**src/rtl/alu_pkg.sv**
```systemverilog
// Shared types for the conditional writeback stage: condition codes, flag
// bit positions and the output-register FSM states.
package alu_pkg;

  typedef enum logic [3:0] {
    EQ = 4'h0, NE = 4'h1, CS = 4'h2, CC = 4'h3,
    MI = 4'h4, PL = 4'h5, VS = 4'h6, VC = 4'h7,
    HI = 4'h8, LS = 4'h9, GE = 4'hA, LT = 4'hB,
    GT = 4'hC, LE = 4'hD, AL = 4'hE, NV = 4'hF
  } cond_t;

  localparam int FLAG_N = 0;
  localparam int FLAG_Z = 1;
  localparam int FLAG_C = 2;
  localparam int FLAG_V = 3;

  typedef enum logic {
    EMPTY = 1'b0,
    FULL  = 1'b1
  } state_t;

endpackage

```
**src/rtl/cond_check.sv**
```systemverilog
// Purely combinational condition-code evaluator: maps a 4-bit condition and
// the current N/Z/C/V flags to a single pass bit.
module cond_check
  import alu_pkg::*;
(
  input  logic [3:0] cond_i,
  input  logic [3:0] flags_i,
  output logic       pass_o
);

  logic n, z, c, v;

  assign n = flags_i[FLAG_N];
  assign z = flags_i[FLAG_Z];
  assign c = flags_i[FLAG_C];
  assign v = flags_i[FLAG_V];

  // NOTE: always_comb assigns a default first so no path can infer a latch.
  always_comb begin
    pass_o = 1'b0;
    unique case (cond_t'(cond_i))
      EQ: pass_o = z;
      NE: pass_o = !z;
      CS: pass_o = c;
      CC: pass_o = !c;
      MI: pass_o = n;
      PL: pass_o = !n;
      VS: pass_o = v;
      VC: pass_o = !v;
      HI: pass_o = c && !z;
      LS: pass_o = !c || z;
      GE: pass_o = (n == v);
      LT: pass_o = (n != v);
      GT: pass_o = !z && (n == v);
      LE: pass_o = z || (n != v);
      AL: pass_o = 1'b1;
      NV: pass_o = 1'b0;
    endcase
  end

endmodule

```
**src/rtl/cond_wb_stage.sv**
```systemverilog
// Conditional-execution writeback stage with a one-entry valid/ready output
// register and flag register. Define COND_WB_STATS_EN for exec/skip counters.
module cond_wb_stage
  import alu_pkg::*;
#(
  parameter int WIDTH = 4
) (
  input  logic             clk,
  input  logic             rst_n,
  input  logic             InValid,
  output logic             InReady,
  input  logic [WIDTH-1:0] Result,
  input  logic [3:0]       ALUFlags,
  input  logic [3:0]       Cond,
  input  logic [1:0]       FlagWrite,
  input  logic             RegWrite,
  input  logic [3:0]       WA,
  output logic             OutValid,
  input  logic             OutReady,
  output logic [WIDTH-1:0] WD3,
  output logic [3:0]       A3,
  output logic             WE3,
  output logic [3:0]       Flags,
`ifdef COND_WB_STATS_EN
  output logic [7:0]       ExecCount,
  output logic [7:0]       SkipCount,
`endif
  output logic             CondEx
);

  state_t           state_q, state_d;
  logic [3:0]       flags_q, flags_d;
  logic [WIDTH-1:0] wd3_q;
  logic [3:0]       a3_q;
  logic             we3_q;
  logic             condex_q;
  logic             accept;
  logic             pass;

  // Condition sees the flags before this instruction's own update.
  cond_check u_cond_check (
    .cond_i  (Cond),
    .flags_i (flags_q),
    .pass_o  (pass)
  );

  assign InReady = (state_q == EMPTY) || OutReady;
  assign accept  = InValid && InReady;

  always_comb begin
    state_d = state_q;
    unique case (state_q)
      EMPTY: if (accept) state_d = FULL;
      FULL:  if (OutReady && !accept) state_d = EMPTY;
    endcase
  end

  always_comb begin
    flags_d = flags_q;
    if (accept && pass) begin
      if (FlagWrite[1]) begin
        flags_d[FLAG_N] = ALUFlags[FLAG_N];
        flags_d[FLAG_Z] = ALUFlags[FLAG_Z];
      end
      if (FlagWrite[0]) begin
        flags_d[FLAG_C] = ALUFlags[FLAG_C];
        flags_d[FLAG_V] = ALUFlags[FLAG_V];
      end
    end
  end

  // NOTE: sequential state uses non-blocking assignments so every register
  // samples the pre-edge values regardless of statement order.
  always_ff @(posedge clk or negedge rst_n) begin
    if (!rst_n) begin
      state_q <= EMPTY;
      flags_q <= 4'b0000;
    end else begin
      state_q <= state_d;
      flags_q <= flags_d;
    end
  end

  // The payload is small, so it is reset too; a reset then leaves no stale
  // entry visible on WD3/A3.
  always_ff @(posedge clk or negedge rst_n) begin
    if (!rst_n) begin
      wd3_q    <= '0;
      a3_q     <= 4'h0;
      we3_q    <= 1'b0;
      condex_q <= 1'b0;
    end else if (accept) begin
      wd3_q    <= Result;
      a3_q     <= WA;
      we3_q    <= RegWrite && pass;
      condex_q <= pass;
    end
  end

`ifdef COND_WB_STATS_EN
  logic [7:0] exec_cnt_q, skip_cnt_q;

  always_ff @(posedge clk or negedge rst_n) begin
    if (!rst_n) begin
      exec_cnt_q <= 8'd0;
      skip_cnt_q <= 8'd0;
    end else if (accept) begin
      if (pass && exec_cnt_q != 8'hFF) exec_cnt_q <= exec_cnt_q + 8'd1;
      if (!pass && skip_cnt_q != 8'hFF) skip_cnt_q <= skip_cnt_q + 8'd1;
    end
  end

  assign ExecCount = exec_cnt_q;
  assign SkipCount = skip_cnt_q;
`endif

  assign OutValid = (state_q == FULL);
  assign WD3      = wd3_q;
  assign A3       = a3_q;
  assign WE3      = we3_q && OutValid;
  assign CondEx   = condex_q;
  assign Flags    = flags_q;

endmodule

```
**config.mk**
```make
export PLATFORM = sky130hd
export DESIGN_NAME = cond_wb_stage
export DESIGN_NICKNAME = d
export VERILOG_FILES = /design/src/rtl/alu_pkg.sv /design/src/rtl/cond_check.sv /design/src/rtl/cond_wb_stage.sv
export SDC_FILE = /design/constraint.sdc
export NUM_CORES = 1
export LEC_CHECK = 0
export ABC_CLOCK_PERIOD_IN_PS = 3560
export BUFFER_PORTS_ARGS = -buffer_cell sky130_fd_sc_hd__buf_2
export CORE_MARGIN = 2
export CORE_UTILIZATION = 45
export DETAILED_ROUTE_END_ITERATION = 8
export PLACE_DENSITY = 0.79
export RECOVER_POWER = 25
export SLEW_MARGIN = 25
export SYNTH_ARGS = -nofsm -noshare
export SYNTH_HDL_FRONTEND = slang
export SYNTH_HIERARCHICAL = 1
export SYNTH_SLANG_ARGS = --single-unit
```
**constraint.sdc**
```tcl
create_clock -name clk -period 3.56 [get_ports clk]
set_input_delay 0.712 -clock clk [delete_from_list [all_inputs] [get_ports clk]]
set_output_delay 0.712 -clock clk [all_outputs]
set_load 0.005 [all_outputs]
```
==> results of run 1 <==
state kept, by name (all words and copies together), names as in the netlist:
name,count
Flags,4
WD3,4
A3,4
CondEx,1
OutValid,1
we3_q,1
cell families (layout without fill, tap and decap cells):
| kind of cell | count (synthesis) | after routing | share of synthesized area (%) |
|---|---|---|---|
| AO/OA/AOI/OAI | 10 | 10 | 8.98 |
| XOR/XNOR | 4 | 4 | 4.41 |
| buffers and inverters | 4 | 43 | 3.31 |
| flip-flops | 15 | 15 | 47.2 |
| multiplexers | 14 | 14 | 23.9 |
| AND/OR/NAND/NOR | 13 | 13 | 12.1 |
critical path: cells and delay by family (launching register included):
family | cells | cell delay (ns)
flops | 1 | 0.42
mux | 1 | 0.34
compound gates | 3 | 0.86
xor+xnor | 2 | 0.40
simple gates | 1 | 0.17
Yosys cell counts, types with 2 or more instances:
library cell  number  share of area [%]
a21oi_1            3                1.9
dfrtp_1           15                 47
mux2_1             4                5.7
mux2_4             9                 17
nand2b_1           2                1.6
nand4_2            2                3.1
nor2_1             2               0.95
xor2_1             3                3.3
metal layers:
metal,share of wire (%),vias to the layer above
met5,0,-
met4,0,0
met3,11,0
met2,47,39
met1,42,291
li1,-,298
worst max-delay path by stage:
stage,slack (ns),end,from,cells after the start
detailed placement,0.99,Flags[3]$_DFFE_PN0P_,Cond[0],8
global placement,1.09,Flags[3]$_DFFE_PN0P_,Cond[0],8
global route,1.07,Flags[3]$_DFFE_PN0P_,Flags[0]$_DFFE_PN0P_,7
finish,1.25,Flags[3]$_DFFE_PN0P_,Flags[0]$_DFFE_PN0P_,7
CTS,1.24,Flags[3]$_DFFE_PN0P_,Flags[0]$_DFFE_PN0P_,7
floorplan,1.24,Flags[1]$_DFFE_PN0P_,Cond[0],8
final cells by class:
cell class / count / area [um2] / area share [%]
inverter: 1 / 3.75 / 0.372
clock buffer: 4 / 26.3 / 2.61
sequential: 15 / 375 / 37.2
tap: 17 / 21.3 / 2.11
multi-input combinational: 41 / 393 / 39.0
timing repair buffer: 38 / 189 / 18.7
power by group:
group	leakage, nW	internal, mW	switching (mW)
registers	0.177	0.215	0.0407
logic	0.324	0.118	0.0915
clock network	0.0150	0.0434	0.0499
stage by stage:
stage / instance area (um2) / worst slack, ns
floorplan: 795 / 1.24
global placement: 983 / 1.09
detailed placement: 983 / 0.993
CTS: 1010 / 1.24
global route: 1010 / 1.07
finish: 1010 / 1.25
==> results.cfg, run 1 <==
[outcome]
outcome = finished, final reports clean

[logic_synthesis]
ys.warnings.count = 6
synth_nets = 83
synth_edf_count = 0
ys_types = 28
synth_cells = 60
seq_area_frac_synth_pct = 47.2
avgSynthCellArea_um2 = 13.2
synth_area_um2 = 795
async_flop_share_pct = 100
synth_seq_cells = 15
ys.flop_type = dfrtp_1

[setup_path]
critPathLaunchType = register
r2r_cells = 7
crit_chain = xor2_1, xor2_1, a2111oi_1, a311oi_1, o22ai_1, nand4_2, mux2_1
reg2reg_from = Flags[0]$_DFFE_PN0P_
crit_required_ns = 3.72
cpPeakStageDelay_ns = 0.45
critPathSlowestCell = a2111oi_1
end_kind = register
r2r_slack_ns = 1.25
arrival_ns = 2.47
cp_max_fo = 4
critPathKind = register to register
regToRegEndpoint = Flags[3]$_DFFE_PN0P_
worst_path_most_repeated_cell = xor2_1

[grt]
overflow = 0
antenna_found_initial = 0
gr-max-usage-layer = met2
grt_max_degree = 16
grt_pass1_vias = 559
met2_usage_pct = 24.7
grtUsageMet1_pct = 20.4
grt_usage_pct = 15.5
grt_pass1_wl_um = 2340
grt_use_met3_pct = 3.97

[drt]
drt_first_pass_iters = 4
vias = 628
remaining_drc_errors = 0
wl_um = 1470
drtIter0Drc = 6
wl_per_cell_um = 12.7
postRouteAntennaNets = 0
via_per_inst = 5.41

[cts]
clock_latency_ns = 0.27
htreeDepth = 1
cts_made_buffers = 3
root_buffer = clkbuf_4
hold_buffers = 0
clkTransAtPathRegs_ns = 0.09
cts_num_sinks = 15
ctsResizeCount = 0
cts_tree = yes
cts_max_path_buffers = 2
postCtsSetupBuffers = 0

[final_layout]
antenna_cells = 0
layout_common_cells = 37 x buf_2, 15 x dfrtp_1, 9 x mux2_4, 4 x mux2_1
layout-drive-gt1-share_pct = 53.5
post-route-util_pct = 59.7
num-fill-cells = 154
final_common_cell = buf_2
area_growth_pct = 26.9
finalNonFillerCells = 116
final_nets = 123

[power_and_ir_drop]
p_total_mw = 0.559
p_leak_nw = 0.516
powerDensity_mw_per_mm2 = 555
peakVddDrop_mv = 0.277

[hold_path]
worstHoldPathCells = 1
hold_class = register to register
min_from = we3_q$_DFFE_PN0P_
holdPathEnd = we3_q$_DFFE_PN0P_

[timing]
fmax_ghz = 0.432
fin_tns_setup_ns = 0
holdWs_ns = 0.484
rsz0062_at_grt = false
tightest_slew_ns = 0.796
period_share_pct = 65.0
finalHoldViolCount = 0
finClkSkew_ns = 0.00748
finalCriticalPeriod_ns = 2.31
drv_slew = 0
setup_violations = 0
relSlewSlack_pct = 46.9

[floorplan]
initial_utilization_pct = 47.0
die_x_um = 46.0
die_h_um = 46.0
num_rows = 15
io_pins = 39
core_area_mm2 = 0.00169
dieArea_mm2 = 0.00212

[job]
drv_cap = 0

[place]
place_congestion = 0.866
placed_cells = 112
portBuffers = 38
(Power assumes the default switching activity.)
==> run 2, diff against run 1 <==
--- a/config.mk
+++ b/config.mk
@@ -5,12 +5,13 @@
 export SDC_FILE = /design/constraint.sdc
 export NUM_CORES = 1
 export LEC_CHECK = 0
-export ABC_CLOCK_PERIOD_IN_PS = 3560
+export ABC_AREA = 1
+export ABC_CLOCK_PERIOD_IN_PS = 1870
 export BUFFER_PORTS_ARGS = -buffer_cell sky130_fd_sc_hd__buf_2
 export CORE_MARGIN = 2
-export CORE_UTILIZATION = 45
+export CORE_UTILIZATION = 40
 export DETAILED_ROUTE_END_ITERATION = 8
-export PLACE_DENSITY = 0.79
+export PLACE_DENSITY = 0.73
 export RECOVER_POWER = 25
 export SLEW_MARGIN = 25
 export SYNTH_ARGS = -nofsm -noshare
==> constraint.sdc (replaced) <==
create_clock -name clk -period 1.87 [get_ports clk]
set_input_delay 0.374 -clock clk [delete_from_list [all_inputs] [get_ports clk]]
set_output_delay 0.374 -clock clk [all_outputs]
set_load 0.005 [all_outputs]
==> run 2 against run 1 <==
Effect of this change:
- utilization shrank 5.2 points
- die area grew 16%
- clock-buffer cell count is the same
- first-iteration DRC count grew 130%
- synthesized cell count grew 90%
- critical path type unchanged
- sequential cell count is the same
- worst setup slack lost 0.96 ns
- cell area grew 6.0%
- sequential share of layout area shrank 2.1 points
- wire length grew 32%
- critical path depth grew 5
- non-clock buffer count grew 1
==> results.cfg, run 2 <==
[drt]
drt_first_pass_iters = 4
wl_per_cell_um = 10.7
wl_um = 1950
drtIter0Drc = 14
postRouteAntennaNets = 0
remaining_drc_errors = 0
via_per_inst = 4.88
vias = 889

[timing]
rsz0062_at_grt = false
finalHoldViolCount = 0
fin_tns_setup_ns = 0
finClkSkew_ns = 0.00154
fmax_ghz = 0.630
relSlewSlack_pct = 47.4
holdWs_ns = 0.284
drv_slew = 0
finalCriticalPeriod_ns = 1.59
setup_violations = 0
period_share_pct = 84.9
tightest_slew_ns = 0.789

[cts]
cts_max_path_buffers = 2
postCtsSetupBuffers = 0
cts_num_sinks = 15
cts_made_buffers = 3
cts_tree = yes
clkTransAtPathRegs_ns = 0.08
htreeDepth = 1
clock_latency_ns = 0.29
root_buffer = clkbuf_4

[logic_synthesis]
ys.warnings.count = 6
synth_cells = 114
seq_area_frac_synth_pct = 45.3
avgSynthCellArea_um2 = 7.27
synth_nets = 137
synth.area.top_cells = dfrtp_1 45%, nand2_1 26%, nand3_1 4.8%
synth_edf_count = 0
yosysMostFrequentCell = nand2_1
ys_top_cells_by_count = 57 x nand2_1, 15 x dfrtp_1, 8 x inv_1, 8 x nand3_1, 6 x nand4_1
yosysTopAreaCellShare_pct = 45.3
async_flop_share_pct = 100
synth_area_um2 = 828
synth_area_leader_cell = dfrtp_1
ys.flop_type = dfrtp_1
ys_types = 16
synth_seq_cells = 15

[grt]
grt_use_met3_pct = 3.94
grt_usage_pct = 18.0
grt_max_degree = 16
overflow = 0
grt_pass1_vias = 820
met2_usage_pct = 30.2
antenna_found_initial = 0
grtUsageMet1_pct = 21.5
gr-max-usage-layer = met2
grt_pass1_wl_um = 3350

[power_and_ir_drop]
switching_share_pct = 38.9
p_leak_nw = 0.630
p_switching_mw = 0.419
p_clk_share_pct = 17.2
power_frac_seq_pct = 44.7
p_total_mw = 1.08
p_comb_share_pct = 38.2
powerDensity_mw_per_mm2 = 1010
peakVddDrop_mv = 0.596
internal_power_mw = 0.658

[place]
placed_cells = 177
hpwl_um = 1550
place_congestion = 0.880
portBuffers = 38

[setup_path]
critPathKind = register to register
critPathLaunchType = register
cp_max_fo = 8
crit_required_ns = 2.05
r2r_slack_ns = 0.28
arrival_ns = 1.77
end_kind = register

[floorplan]
die_h_um = 49.5
die_x_um = 49.5
num_rows = 16
initial_utilization_pct = 42.2
dieArea_mm2 = 0.00245
core_area_mm2 = 0.00196
io_pins = 39

[final_layout]
antenna_cells = 0
layout-drive-gt1-share_pct = 32.3
layout_common_cells = 57 x nand2_1, 37 x buf_2, 15 x dfrtp_1, 8 x inv_1, 8 x nand3_1
final_common_cell = nand2_1
final_nets = 179
area_growth_pct = 29.0
finalNonFillerCells = 182

[hold_path]
hold_class = input pin to register

[job]
drv_cap = 0

[outcome]
outcome = finished, final reports clean
## run 2: changes by cell type in the layout (fill, tap and decap cells not counted), sizes merged, moves of 2 or more
cell / previous run / this run
nand2: 1 / 57
mux2: 13 / 0
inv: 1 / 12
nand3: 0 / 10
nand4: 3 / 6
nor2: 2 / 5
xor2: 3 / 0
nand2b: 2 / 0
o211ai: 0 / 2
o21ai: 1 / 3
## run 2: logic make-up (layout without fill, tap and decap cells)
group | Yosys count | count (layout) | share of synthesized area (%)
simple gates | 78 | 78 | 40.8
buf+inv | 14 | 55 | 7.70
compound gates | 7 | 7 | 6.19
flops | 15 | 15 | 45.3
## run 2: per-layer routing
layer | wire (um) | vias up
met3 | 188 | 4
li1 | - | 444
met4 | 46 | 0
met1 | 823 | 397
met5 | 0 | -
met2 | 891 | 44
## run 2: timing repair
| action | in CTS | in global routing |
|---|---|---|
| gates resized for setup | 0 | 0 |
| hold buffers | 1 | 0 |
| hold endpoints to repair | 15 | 0 |
| setup endpoints to repair | 0 | 0 |
## run 2: power by group through the flow
| stage | Sequential [mW] | Combinational [mW] | Clock [mW] |
|---|---|---|---|
| finish | 0.481 | 0.411 | 0.185 |
| global route | 0.495 | 0.482 | 0.208 |
| CTS | 0.482 | 0.415 | 0.191 |
| detailed placement | 0.486 | 0.412 | 0 |
| global placement | 0.487 | 0.396 | 0 |
| floorplan | 0.483 | 0.262 | 0 |
## run 2: path summary, 6_finish.rpt
kind | cells after the start | startpoint | end
setup / recovery | 12 | Flags[0]$_DFFE_PN0P_ | Flags[2]$_DFFE_PN0P_
hold / removal | 3 | WA[0] | A3[0]$_DFFE_PN0P_
hold reg to reg | 2 | A3[3]$_DFFE_PN0P_ | A3[3]$_DFFE_PN0P_
setup reg to reg | 12 | Flags[0]$_DFFE_PN0P_ | Flags[2]$_DFFE_PN0P_
min in group asynchronous | 2 | rst_n | WD3[3]$_DFFE_PN0P_
max in group asynchronous | 2 | rst_n | WD3[0]$_DFFE_PN0P_
## run 2: layout make-up
class                           count  area [um2]
Multi-Input combinational cell     85         389
Clock buffer                        4        26.3
Inverter                           12        45.0
Fill cell                         215         893
Timing Repair Buffer               39         199
Tap cell                           27        33.8
Sequential cell                    15         375
## run 2: through the flow
step / setup slack [ns] / utilization (%) / area (um2)
3_5_place_dp: 0.239 / 52.7 / 1030
2_1_floorplan: 0.425 / - / 828
6_report: 0.283 / 54.5 / 1070
5_1_grt: 0.0755 / 54.5 / 1070
3_3_place_gp: 0.336 / 52.7 / 1030
4_1_cts: 0.288 / 54.5 / 1070
## run 2: critical path, cell delays in order (launching register included)
cell and delay, ns:
dfrtp_1 0.43, inv_1 0.12, nand2_1 0.08, nand2_1 0.10
nand3_1 0.08, nand2_1 0.07, nand2_1 0.05, nand3_1 0.07
nand2_1 0.06, nand3_2 0.13, nand4_1 0.14, nand2_1 0.10
nand2_1 0.06
